File: src/rtl/load_store_unit_l4.sv
// Load/store execute unit: a one-entry issue stage feeding an in-order tracker
// that pairs memory responses with writeback records.
module load_store_unit_l4 #(
  parameter int unsigned p_opaq_bits      = 8,
  parameter int unsigned p_seq_num_bits   = 5,
  parameter int unsigned p_phys_addr_bits = 6,
  parameter int unsigned p_max_inflight   = 4
) (
  input  logic                        i_clk,
  input  logic                        i_rst_n,
  input  logic                        i_d_val,
  output logic                        o_d_rdy,
  input  logic [31:0]                 i_d_pc,
  input  logic [31:0]                 i_d_op1,
  input  logic [31:0]                 i_d_op2,
  input  logic [31:0]                 i_d_op3,
  input  logic [p_seq_num_bits-1:0]   i_d_seq_num,
  input  logic [4:0]                  i_d_waddr,
  input  logic [p_phys_addr_bits-1:0] i_d_preg,
  input  logic [p_phys_addr_bits-1:0] i_d_ppreg,
  input  logic [3:0]                  i_d_uop,
  output logic                        o_mem_req_val,
  input  logic                        i_mem_req_rdy,
  output logic                        o_mem_req_op,
  output logic [p_opaq_bits-1:0]      o_mem_req_opaque,
  output logic [31:0]                 o_mem_req_addr,
  output logic [3:0]                  o_mem_req_strb,
  output logic [31:0]                 o_mem_req_data,
  input  logic                        i_mem_resp_val,
  output logic                        o_mem_resp_rdy,
  input  logic [31:0]                 i_mem_resp_data,
  input  logic [p_opaq_bits-1:0]      i_mem_resp_opaque,
  output logic                        o_w_val,
  input  logic                        i_w_rdy,
  output logic [31:0]                 o_w_pc,
  output logic [31:0]                 o_w_wdata,
  output logic [p_seq_num_bits-1:0]   o_w_seq_num,
  output logic [4:0]                  o_w_waddr,
  output logic [p_phys_addr_bits-1:0] o_w_preg,
  output logic [p_phys_addr_bits-1:0] o_w_ppreg,
  output logic                        o_w_wen,
  output logic                        o_w_misalign
);

  localparam int unsigned LP_PTR_W = $clog2(p_max_inflight);
  localparam int unsigned LP_CNT_W = LP_PTR_W + 1;

  localparam logic [3:0] OP_LB  = 4'd0;
  localparam logic [3:0] OP_LH  = 4'd1;
  localparam logic [3:0] OP_LW  = 4'd2;
  localparam logic [3:0] OP_LBU = 4'd3;
  localparam logic [3:0] OP_LHU = 4'd4;
  localparam logic [3:0] OP_SB  = 4'd5;
  localparam logic [3:0] OP_SH  = 4'd6;
  localparam logic [3:0] OP_SW  = 4'd7;

  localparam logic [1:0] SZ_B = 2'd0;
  localparam logic [1:0] SZ_H = 2'd1;
  localparam logic [1:0] SZ_W = 2'd2;

  localparam logic MEM_MSG_READ  = 1'b0;
  localparam logic MEM_MSG_WRITE = 1'b1;

  typedef struct packed {
    logic [31:0]                 pc;
    logic [p_seq_num_bits-1:0]   seq_num;
    logic [4:0]                  waddr;
    logic [p_phys_addr_bits-1:0] preg;
    logic [p_phys_addr_bits-1:0] ppreg;
    logic [1:0]                  size;
    logic                        sgn;
    logic [1:0]                  lane;
    logic                        is_load;
    logic                        misal;
  } trk_entry_t;

  logic                        r_s1_val;
  logic [31:0]                 r_s1_pc;
  logic [31:0]                 r_s1_addr;
  logic [31:0]                 r_s1_op3;
  logic [p_seq_num_bits-1:0]   r_s1_seq_num;
  logic [4:0]                  r_s1_waddr;
  logic [p_phys_addr_bits-1:0] r_s1_preg;
  logic [p_phys_addr_bits-1:0] r_s1_ppreg;
  logic [3:0]                  r_s1_uop;

  trk_entry_t                  r_trk [p_max_inflight];
  logic [LP_PTR_W-1:0]         r_head;
  logic [LP_PTR_W-1:0]         r_tail;
  logic [LP_CNT_W-1:0]         r_count;

  logic [1:0]  w_size;
  logic        w_sgn;
  logic        w_load;
  logic        w_misal;
  logic        w_full;
  logic        w_issue;
  logic        w_d_xfer;
  logic        w_head_val;
  logic        w_deq;
  logic [31:0] w_shift;
  logic [31:0] w_ext;
  trk_entry_t  w_head;
  trk_entry_t  w_new;

  // Decode the staged uop; unknown encodings behave as LW.
  always_comb begin
    w_size = SZ_W;
    w_sgn  = 1'b0;
    w_load = 1'b1;
    case (r_s1_uop)
      OP_LB:   begin w_size = SZ_B; w_sgn = 1'b1; end
      OP_LH:   begin w_size = SZ_H; w_sgn = 1'b1; end
      OP_LBU:  w_size = SZ_B;
      OP_LHU:  w_size = SZ_H;
      OP_SB:   begin w_size = SZ_B; w_load = 1'b0; end
      OP_SH:   begin w_size = SZ_H; w_load = 1'b0; end
      OP_SW:   w_load = 1'b0;
      OP_LW:   w_size = SZ_W;
      default: w_size = SZ_W;
    endcase
  end

  assign w_misal = ((w_size == SZ_H) & r_s1_addr[0]) |
                   ((w_size == SZ_W) & (r_s1_addr[1:0] != 2'b00));
  assign w_full  = (r_count == LP_CNT_W'(p_max_inflight));
  assign w_issue = r_s1_val & ~w_full & (w_misal | i_mem_req_rdy);

  assign o_d_rdy  = i_rst_n & (~r_s1_val | w_issue);
  assign w_d_xfer = i_d_val & o_d_rdy;

  assign o_mem_req_val    = r_s1_val & ~w_misal & ~w_full;
  assign o_mem_req_op     = w_load ? MEM_MSG_READ : MEM_MSG_WRITE;
  assign o_mem_req_opaque = p_opaq_bits'(r_tail);
  assign o_mem_req_addr   = {r_s1_addr[31:2], 2'b00};

  // Byte lanes and store data replicated across the word.
  always_comb begin
    o_mem_req_strb = 4'hF;
    o_mem_req_data = r_s1_op3;
    case (w_size)
      SZ_B: begin
        o_mem_req_strb = 4'b0001 << r_s1_addr[1:0];
        o_mem_req_data = {4{r_s1_op3[7:0]}};
      end
      SZ_H: begin
        o_mem_req_strb = 4'b0011 << r_s1_addr[1:0];
        o_mem_req_data = {2{r_s1_op3[15:0]}};
      end
      default: begin
        o_mem_req_strb = 4'hF;
        o_mem_req_data = r_s1_op3;
      end
    endcase
  end

  always_ff @(posedge i_clk or negedge i_rst_n) begin
    if (!i_rst_n) begin
      r_s1_val     <= 1'b0;
      r_s1_pc      <= '0;
      r_s1_addr    <= '0;
      r_s1_op3     <= '0;
      r_s1_seq_num <= '0;
      r_s1_waddr   <= '0;
      r_s1_preg    <= '0;
      r_s1_ppreg   <= '0;
      r_s1_uop     <= '0;
    end else if (w_d_xfer) begin
      r_s1_val     <= 1'b1;
      r_s1_pc      <= i_d_pc;
      r_s1_addr    <= i_d_op1 + i_d_op2;
      r_s1_op3     <= i_d_op3;
      r_s1_seq_num <= i_d_seq_num;
      r_s1_waddr   <= i_d_waddr;
      r_s1_preg    <= i_d_preg;
      r_s1_ppreg   <= i_d_ppreg;
      r_s1_uop     <= i_d_uop;
    end else if (w_issue) begin
      r_s1_val     <= 1'b0;
    end
  end

  always_comb begin
    w_new         = '0;
    w_new.pc      = r_s1_pc;
    w_new.seq_num = r_s1_seq_num;
    w_new.waddr   = r_s1_waddr;
    w_new.preg    = r_s1_preg;
    w_new.ppreg   = r_s1_ppreg;
    w_new.size    = w_size;
    w_new.sgn     = w_sgn;
    w_new.lane    = r_s1_addr[1:0];
    w_new.is_load = w_load;
    w_new.misal   = w_misal;
  end

  // Tracker payload needs no reset; occupancy is carried by the pointers.
  always_ff @(posedge i_clk) begin
    if (w_issue) r_trk[r_tail] <= w_new;
  end

  assign w_head     = r_trk[r_head];
  assign w_head_val = (r_count != '0);
  assign o_w_val        = w_head_val & (w_head.misal | i_mem_resp_val);
  assign o_mem_resp_rdy = w_head_val & ~w_head.misal & i_w_rdy;
  assign w_deq          = o_w_val & i_w_rdy;

  always_ff @(posedge i_clk or negedge i_rst_n) begin
    if (!i_rst_n) begin
      r_head  <= '0;
      r_tail  <= '0;
      r_count <= '0;
    end else begin
      if (w_issue) r_tail <= r_tail + LP_PTR_W'(1);
      if (w_deq)   r_head <= r_head + LP_PTR_W'(1);
      r_count <= r_count + LP_CNT_W'(w_issue) - LP_CNT_W'(w_deq);
    end
  end

  // Align the returned word to the accessed lane and extend.
  assign w_shift = i_mem_resp_data >> {w_head.lane, 3'b000};
  always_comb begin
    w_ext = w_shift;
    case (w_head.size)
      SZ_B:    w_ext = {{24{w_head.sgn & w_shift[7]}}, w_shift[7:0]};
      SZ_H:    w_ext = {{16{w_head.sgn & w_shift[15]}}, w_shift[15:0]};
      default: w_ext = w_shift;
    endcase
  end

  assign o_w_pc       = w_head.pc;
  assign o_w_seq_num  = w_head.seq_num;
  assign o_w_waddr    = w_head.waddr;
  assign o_w_preg     = w_head.preg;
  assign o_w_ppreg    = w_head.ppreg;
  assign o_w_wen      = w_head.is_load & ~w_head.misal;
  assign o_w_misalign = w_head.misal;
  assign o_w_wdata    = (w_head.is_load & ~w_head.misal) ? w_ext : 32'h0;

`ifndef SYNTHESIS
  always @(posedge i_clk) begin
    if (i_rst_n && i_mem_resp_val && o_mem_resp_rdy)
      assert (i_mem_resp_opaque == p_opaq_bits'(r_head))
        else $error("mem_resp_opaque %0d does not match head slot %0d", i_mem_resp_opaque, r_head);
  end
`endif

endmodule

File: config.mk
export PLATFORM = sky130hd
export DESIGN_NAME = load_store_unit_l4
export DESIGN_NICKNAME = d
export VERILOG_FILES = /design/src/rtl/load_store_unit_l4.sv
export SDC_FILE = /design/constraint.sdc
export NUM_CORES = 1
export LEC_CHECK = 0
export ABC_AREA = 0
export ABC_CLOCK_PERIOD_IN_PS = 3900
export BUFFER_PORTS_ARGS = -buffer_cell sky130_fd_sc_hd__buf_2
export CAP_MARGIN = 20
export CORE_UTILIZATION = 55
export CTS_CLUSTER_DIAMETER = 50
export DETAILED_ROUTE_END_ITERATION = 12
export PLACE_DENSITY = 0.83
export SLEW_MARGIN = 20
export SYNTH_ARGS = -nofsm -noshare
export SYNTH_HDL_FRONTEND = slang
export SYNTH_SLANG_ARGS = --single-unit
File: constraint.sdc
create_clock -name i_clk -period 3.9 [get_ports i_clk]
set_input_delay 0.195 -clock i_clk [delete_from_list [all_inputs] [get_ports i_clk]]
set_output_delay 0.195 -clock i_clk [all_outputs]
set_load 0.03 [all_outputs]
# Word level (Yosys, flattened, before mapping)
# Memories as Yosys holds them, arrays and structs flattened.
# Cells that the tools add are included.
[word_totals] reg_bits=130 ramBits=244 inputBits=200 output_inout_bits=169 wordCells=76 n_memories=1
[op_classes] n_addsub=5 n_eq_ne=10 n_shift=3 muxes=12 bitwise=23 n_reduce_logical=10
[mem_list] memory="r_trk" words=4 width=61 rd=1 rd_clocked_by_memory_dff=0 wr=1 line="87" rtl="trk_entry_t r_trk [p_max_inflight];"
[ops] op="one-hot mux 32 bit (2 select lines)" n=2
[ops] op="adder 32 bit" n=1
[ops] op="2-to-1 mux 32 bit" n=1
[ops] op="right shift 32 x 5 -> 32 bit" n=1
[ops] op="== test 4 x 3 -> 1 bit (second input constant)" n=4
[ops] op="bitwise AND 1 bit" n=15
[ops] op="OR reduction 3 bit" n=3
[ops] op="one-hot mux 4 bit (2 select lines)" n=1
[ops] op="2-to-1 mux 1 bit" n=7
[ops] op="adder 2 x 1 -> 2 bit (second input constant)" n=2
[ops] op="== test 2 x 1 -> 1 bit (second input constant)" n=2
[ops] op="== test 4 x 1 -> 1 bit (second input constant)" n=1
[ops] op="== test 4 x 2 -> 1 bit (second input constant)" n=1
[ops] op="logical NOT 2 bit" n=2
[ops] op="logical NOT 4 bit" n=1
[ops] op="NOT 1 bit" n=4
[ops] op="OR 1 bit" n=4
[ops] op="one-hot mux 2 bit (2 select lines)" n=1
[ops] op="nonzero test 2 bit" n=2
[ops] op="<< shifter 1 x 2 -> 4 bit (first input constant)" n=1
[ops] op="<< shifter 2 x 2 -> 4 bit (first input constant)" n=1
[ops] op="adder 3 x 1 -> 3 bit" n=1
[ops] op="== test 3 bit (second input constant)" n=1
[ops] op="nonzero test 3 bit" n=1
[ops] op="other kinds (3)" n=3

# Depth between registers and ports, before layout
[depth] ltp_word=12 mapped_depth=14 mapped_depth_nobuf=13

# Worst setup path before layout
# No wires, ideal clock.
[synth_path] path_type="reg-to-reg" from="register r_s1_uop[2]" to="memory r_trk[2][0] (netlist name) (enable)" setup_ns=0.425 arrival_time_ns=3.033 required_time_ns=3.475 setup_slack_ns=0.441 stages_incl_launch_ff=9 path_buffers=1 period_less_slack_ns=3.459 path_cell_list="dfrtp_1 clkbuf_1 xor2_1 nand2_1 o221ai_1 a21oi_1 nor2_1 nor2_1 and2_1"
[synth_via] elab_chain_cells=10 word_cells_on_any_way=18 classes_between="7 x eq/ne; 3 x mux; 5 x bitwise; 3 x reduce/logical"
[synth_lines] element="start: declaration" line="85" rtl="logic [3:0] r_s1_uop;"
[synth_lines] element="start signal: assignment" line="177" rtl="r_s1_uop <= i_d_uop;"
[synth_lines] element="== test 4 x 3 -> 1 bit, or another cell as far along" line="111" rtl="case (r_s1_uop)"
[synth_lines] element="OR reduction 3 bit (no source line)"
[synth_lines] element="one-hot mux 2 bit (2 select lines) *" line="111"
[synth_lines] element="== test 2 x 1 -> 1 bit / == test 2 bit (equally long branches)" line="124, 125"
[synth_lines] element="bitwise AND 1 bit (on tied branches)" line="124, 125"
[synth_lines] element="OR 1 bit *" line="124" rtl="assign w_misal = ((w_size == SZ_H) & r_s1_addr[0]) |"
[synth_lines] element="named net w_misal" line="95" rtl="logic w_misal;"
[synth_lines] element="OR 1 bit *" line="127" rtl="assign w_issue = r_s1_val & ~w_full & (w_misal | i_mem_req_rdy);"
[synth_lines] element="bitwise AND 1 bit *" line="127"
[synth_lines] element="2-to-1 mux 1 bit *" line="199" rtl="if (w_issue) r_trk[r_tail] <= w_new;"
[synth_lines] element="2-to-1 mux 1 bit (implied by the code) *" line="199"
[synth_lines] element="end: declaration" line="87"
# Mark *: on every way through the listed nets, which the timed path passes. The rest lies on a longest branch.

# Final worst setup path
[layout_path] from="register r_head[0]" to="output o_w_wdata[22]"
[layout_via] elab_chain_cells=5 word_cells_on_any_way=10 classes_between="1 x eq/ne; 1 x shift; 2 x mux; 4 x bitwise; 1 x reduce/logical; 1 x memory"
[layout_lines] element="start: declaration" line="88" rtl="logic [LP_PTR_W-1:0] r_head;"
[layout_lines] element="start signal: assignment" line="215" rtl="if (w_deq) r_head <= r_head + LP_PTR_W'(1);"
[layout_lines] element="memory (4 x 61 bit) *"
[layout_lines] element="right shift 32 x 5 -> 32 bit" line="221" rtl="assign w_shift = i_mem_resp_data >> {w_head.lane, 3'b000};"
[layout_lines] element="bitwise AND 1 bit (on tied branches)" line="226, 225"
[layout_lines] element="one-hot mux 32 bit (2 select lines)" line="224" rtl="case (w_head.size)"
[layout_lines] element="2-to-1 mux 32 bit *" line="238" rtl="assign o_w_wdata = (w_head.is_load & ~w_head.misal) ? w_ext : 32'h0;"
[layout_lines] element="end: declaration" line="36" rtl="output logic [31:0] o_w_wdata,"
# Mark *: on every way between the ends. The rest lies on a longest branch, timed or not.

==> metrics.md <==
| Metric | Value |
|---|---|
| Placed Area | between 15,000 and 20,000 µm² |
| Synth warn | 0 |
| Post-synth EDFFs | 244 |
| Pint | 9980 µW |
| Top-area cell type share of the netlist area | 43.4% |
| Peak VDD IR | about 0.55 mV |
| Layout Area Growth over Synthesis | 25.1% |
| Routed wire length | ~39 mm |
| Grt ovf | 0 |
| Final worst-path cycle share | between 90% and 100% |
| Overall routing resource usage | around 25% |
| Seq cells post-synth | 374 |
| Crit-path max FO | 32 |
| Die Y | around 180 µm |
| Die X | about 180 µm |
| Power density cells | roughly 770 nW/µm² |
| Netlist Area Pre-Place | about 17,000 µm² |
| DRT antenna net count | 0 |
| Power share of the sequential group | between 30% and 40% |
| Placed cell count | ~1,800 |
| Syn Inst Count | about 1,100 |
| Antenna violations before repair | 2 |
| FFs w/ async S/R, synth | about a third |
| CTS Buffer Depth | 3 |
| Slowest CP cell | or4b_1 |
| Sw frac | approximately 39% |
| DIE AREA | 31,400 µm² |
| Synth Area in Adders | a little under 3% |
| Fin. Hold Viols | 0 |
| Clock power frac | between 20% and 30% |
| Outcome | finished clean |
| Max-slew violations | 0 |
| Tightest Pin Transition | slightly below 1000 ps |
| Input/output buffers | between 300 and 400 |
| Simple logic cell fraction of the synthesized area | slightly above 5% |
| Ports | roughly 370 |
| Fin cells | between 1,500 and 2,000 |
| F_max | 271 MHz |
| Clock transition at path regs | 60 ps |
| CP Launch Type | register |
| Post-synthesis sequential area ratio | a little over three fifths |
| FP Rows | 63 |
| # DRC | 0 |
| First-pass GRT wire length | about 60 mm |
| Layout cell share with drive strength beyond 1 | approximately 40% |
| Synth Flop Type | edfxtp_1 |
| Largest cells by area after synthesis | edfxtp_1 43%, dfrtp_1 19%, mux2_2 8.2% |
| Slowest stage delay, CP | 720 ps |
| # nets final | approximately 1,800 |
| Worst-path cell chain | buf_4 -> mux4_2 -> mux2i_1 -> or4b_1 -> o21ai_1 -> buf_2 |
| H-Tree Depth | 2 |
| Post-synthesis mux area share | 17.5% |
| Fill cell count | ~1,900 |
| Vias per cell | 5.53 |
| Global placement routability congestion | between 0.9 and 1 |
| Clk_skew | 12.2 ps |
| Worst slack, placed | about 600 ps |
| Max_cap viols | 0 |
| P_leak | about 0.0086 µW |
| Number of buffers created by CTS | 40 |
| Psw | about 6300 µW |
| Latest clock arrival within the worst-skew pair | roughly 530 ps |
| Gate power share | between 40% and 50% |
| Most frequent cell after synthesis | edfxtp_1 |
| Final setup fails | 0 |
| Root Driver | clkbuf_16 |
| WP data required | between 3000 and 4000 ps |
| Largest family of logic cells by synthesized area | multiplexers |
| DP HPWL | around 25 mm |
| Clock Sinks | approximately 370 |
| Number of global-route vias before repair | between 10,000 and 15,000 |
| Hold Path Class | in -> reg |
| Largest net degree at the start of global routing | between 100 and 150 |
| Compound-Gate Fraction of Synth Area | between 5 and 6% |
| Post-synthesis xor/xnor area fraction | under 10% |
| Synth cell types | 60 |
| Post-synth top area cell | edfxtp_1 |
| Initial Util | approximately 56% |
| Setup TNS | 0 ps |
| Total power | between 15,000 and 20,000 µW |
| DRT iter0 DRCs | about 690 |
| Core Area | 29,900 µm² |
| Fin crit period | 3700 ps |
| Max_slew headroom | between 30% and 40% |
| CTS tree | yes |
| Crit. End Element | output pin |
| Unrepaired setup endpoints after global routing | false |
| Synthesized area per cell | between 15 and 20 µm² |
| Crit path DAT | roughly 3500 ps |
| Type of the worst setup path | reg -> out |
| Drt wl/cell | approximately 20 µm |
| Total number of vias | 10,844 |
| Initial DRT Pass Iterations | 7 |
| Post-route cell area | 21,100 µm² |
| Synth cell count leaders | 244 x edfxtp_1, 130 x dfrtp_1, 123 x mux2_2, 105 x nand2_1, 61 x mux4_2 |
| Worst Slack Setup Final | 205 ps |
==> area by class of cell <==
type / count / area (µm²) / share of cell area [%]
diodes: 1 / 2.50 / 0.0119
clock buffers: 52 / 1110 / 5.24
clock inverters: 22 / 250 / 1.19
inverters: 22 / 82.6 / 0.392
multi-input cells: 637 / 5670 / 26.9
flip-flops and latches: 374 / 10600 / 50.2
well taps: 390 / 488 / 2.31
repair buffers: 464 / 2900 / 13.8
==> logic make-up after synthesis <==
| kind of cell | Yosys count |
|---|---|
| AOI/OAI and AO/OA | 158 |
| xor gates and xnor gates | 36 |
| adders and majority gates | 39 |
| buffers and inverters | 120 |
| DFF | 374 |
| muxes | 203 |
| other | 1 |
| and+or+nand+nor | 193 |
==> repair_timing <==
action,in CTS,in global routing
buffers inserted,0,0
resized for setup,0,0
hold endpoints to repair,131,0
hold buffers,92,0
==> flip-flops by register name, indices dropped and copies added, names as in the netlist <==
name,count
r_trk,244
r_s1_addr,32
r_s1_op3,32
r_s1_pc,32
r_s1_ppreg,6
r_s1_preg,6
r_s1_seq_num,5
r_s1_waddr,5
r_s1_uop,4
r_count,3
r_head,2
r_tail,2
r_s1_val,1
==> final timing paths <==
kind                                from       endpoint  slack [ps]  depth (start not counted)
setup / recovery               r_head[0]  o_w_wdata[22]         200                          6
hold / removal                   i_w_rdy      r_head[0]          70                          3
setup reg to reg            r_s1_addr[0]     r_count[2]         560                         13
hold reg to reg            r_s1_addr[20]  r_s1_addr[20]         500                          1
max in group asynchronous        i_rst_n    r_s1_pc[17]        2690                          3
min in group asynchronous        i_rst_n    r_s1_op3[6]         170                          2
==> worst max-delay path: cells and delay by family (launching register included) <==
kind,cells,cell delay (ps)
compound gates,1,220
simple gates,1,720
mux,2,760
flops,1,480
buf+inv,2,770
==> power groups by stage <==
| stage | registers (µW) | clock network, µW | logic [µW] |
|---|---|---|---|
| finish | 5930 | 3820 | 6560 |
| global route | 6030 | 4040 | 6970 |
| CTS | 5920 | 3880 | 6570 |
| detailed placement | 5990 | 0 | 6460 |
| global placement | 5900 | 0 | 6370 |
| floorplan | 5820 | 0 | 4970 |
==> through the flow <==
step	hold slack [ps]	utilization, %
after floorplan	-101	-
after global placement	151	63.0
after detailed placement	154	63.0
after CTS	57.8	70.6
after global routing	80.8	70.6
final	68.4	70.6
==> placed cells by master, fill, tap and decap left out, types with 10 or more instances in the layout <==
master,netlist,final
a211oi_1,22,22
a21o_1,10,10
a21oi_1,44,43
buf_2,13,351
buf_4,47,15
clkbuf_16,0,40
dfrtp_1,130,128
dlygate4sd3_1,0,92
edfxtp_1,244,244
ha_1,37,37
inv_1,21,21
mux2_2,123,123
mux2i_1,19,19
mux4_2,61,61
nand2_1,105,105
nand3_1,11,11
nor2_1,30,30
nor2b_1,12,12
o21ai_0,39,39
xnor2_1,23,23
xor2_1,13,13
==> per-layer routing <==
layer / vias to the layer above / track usage [%] / part of all wire [%]
met5: - / 0 / 0.026
li1: 5022 / - / -
met1: 5349 / 31.7 / 40
met2: 391 / 43.9 / 52
met3: 80 / 4.21 / 5.9
met4: 2 / 7.61 / 2.4
Note: power is estimated with default switching activity, not from simulation.
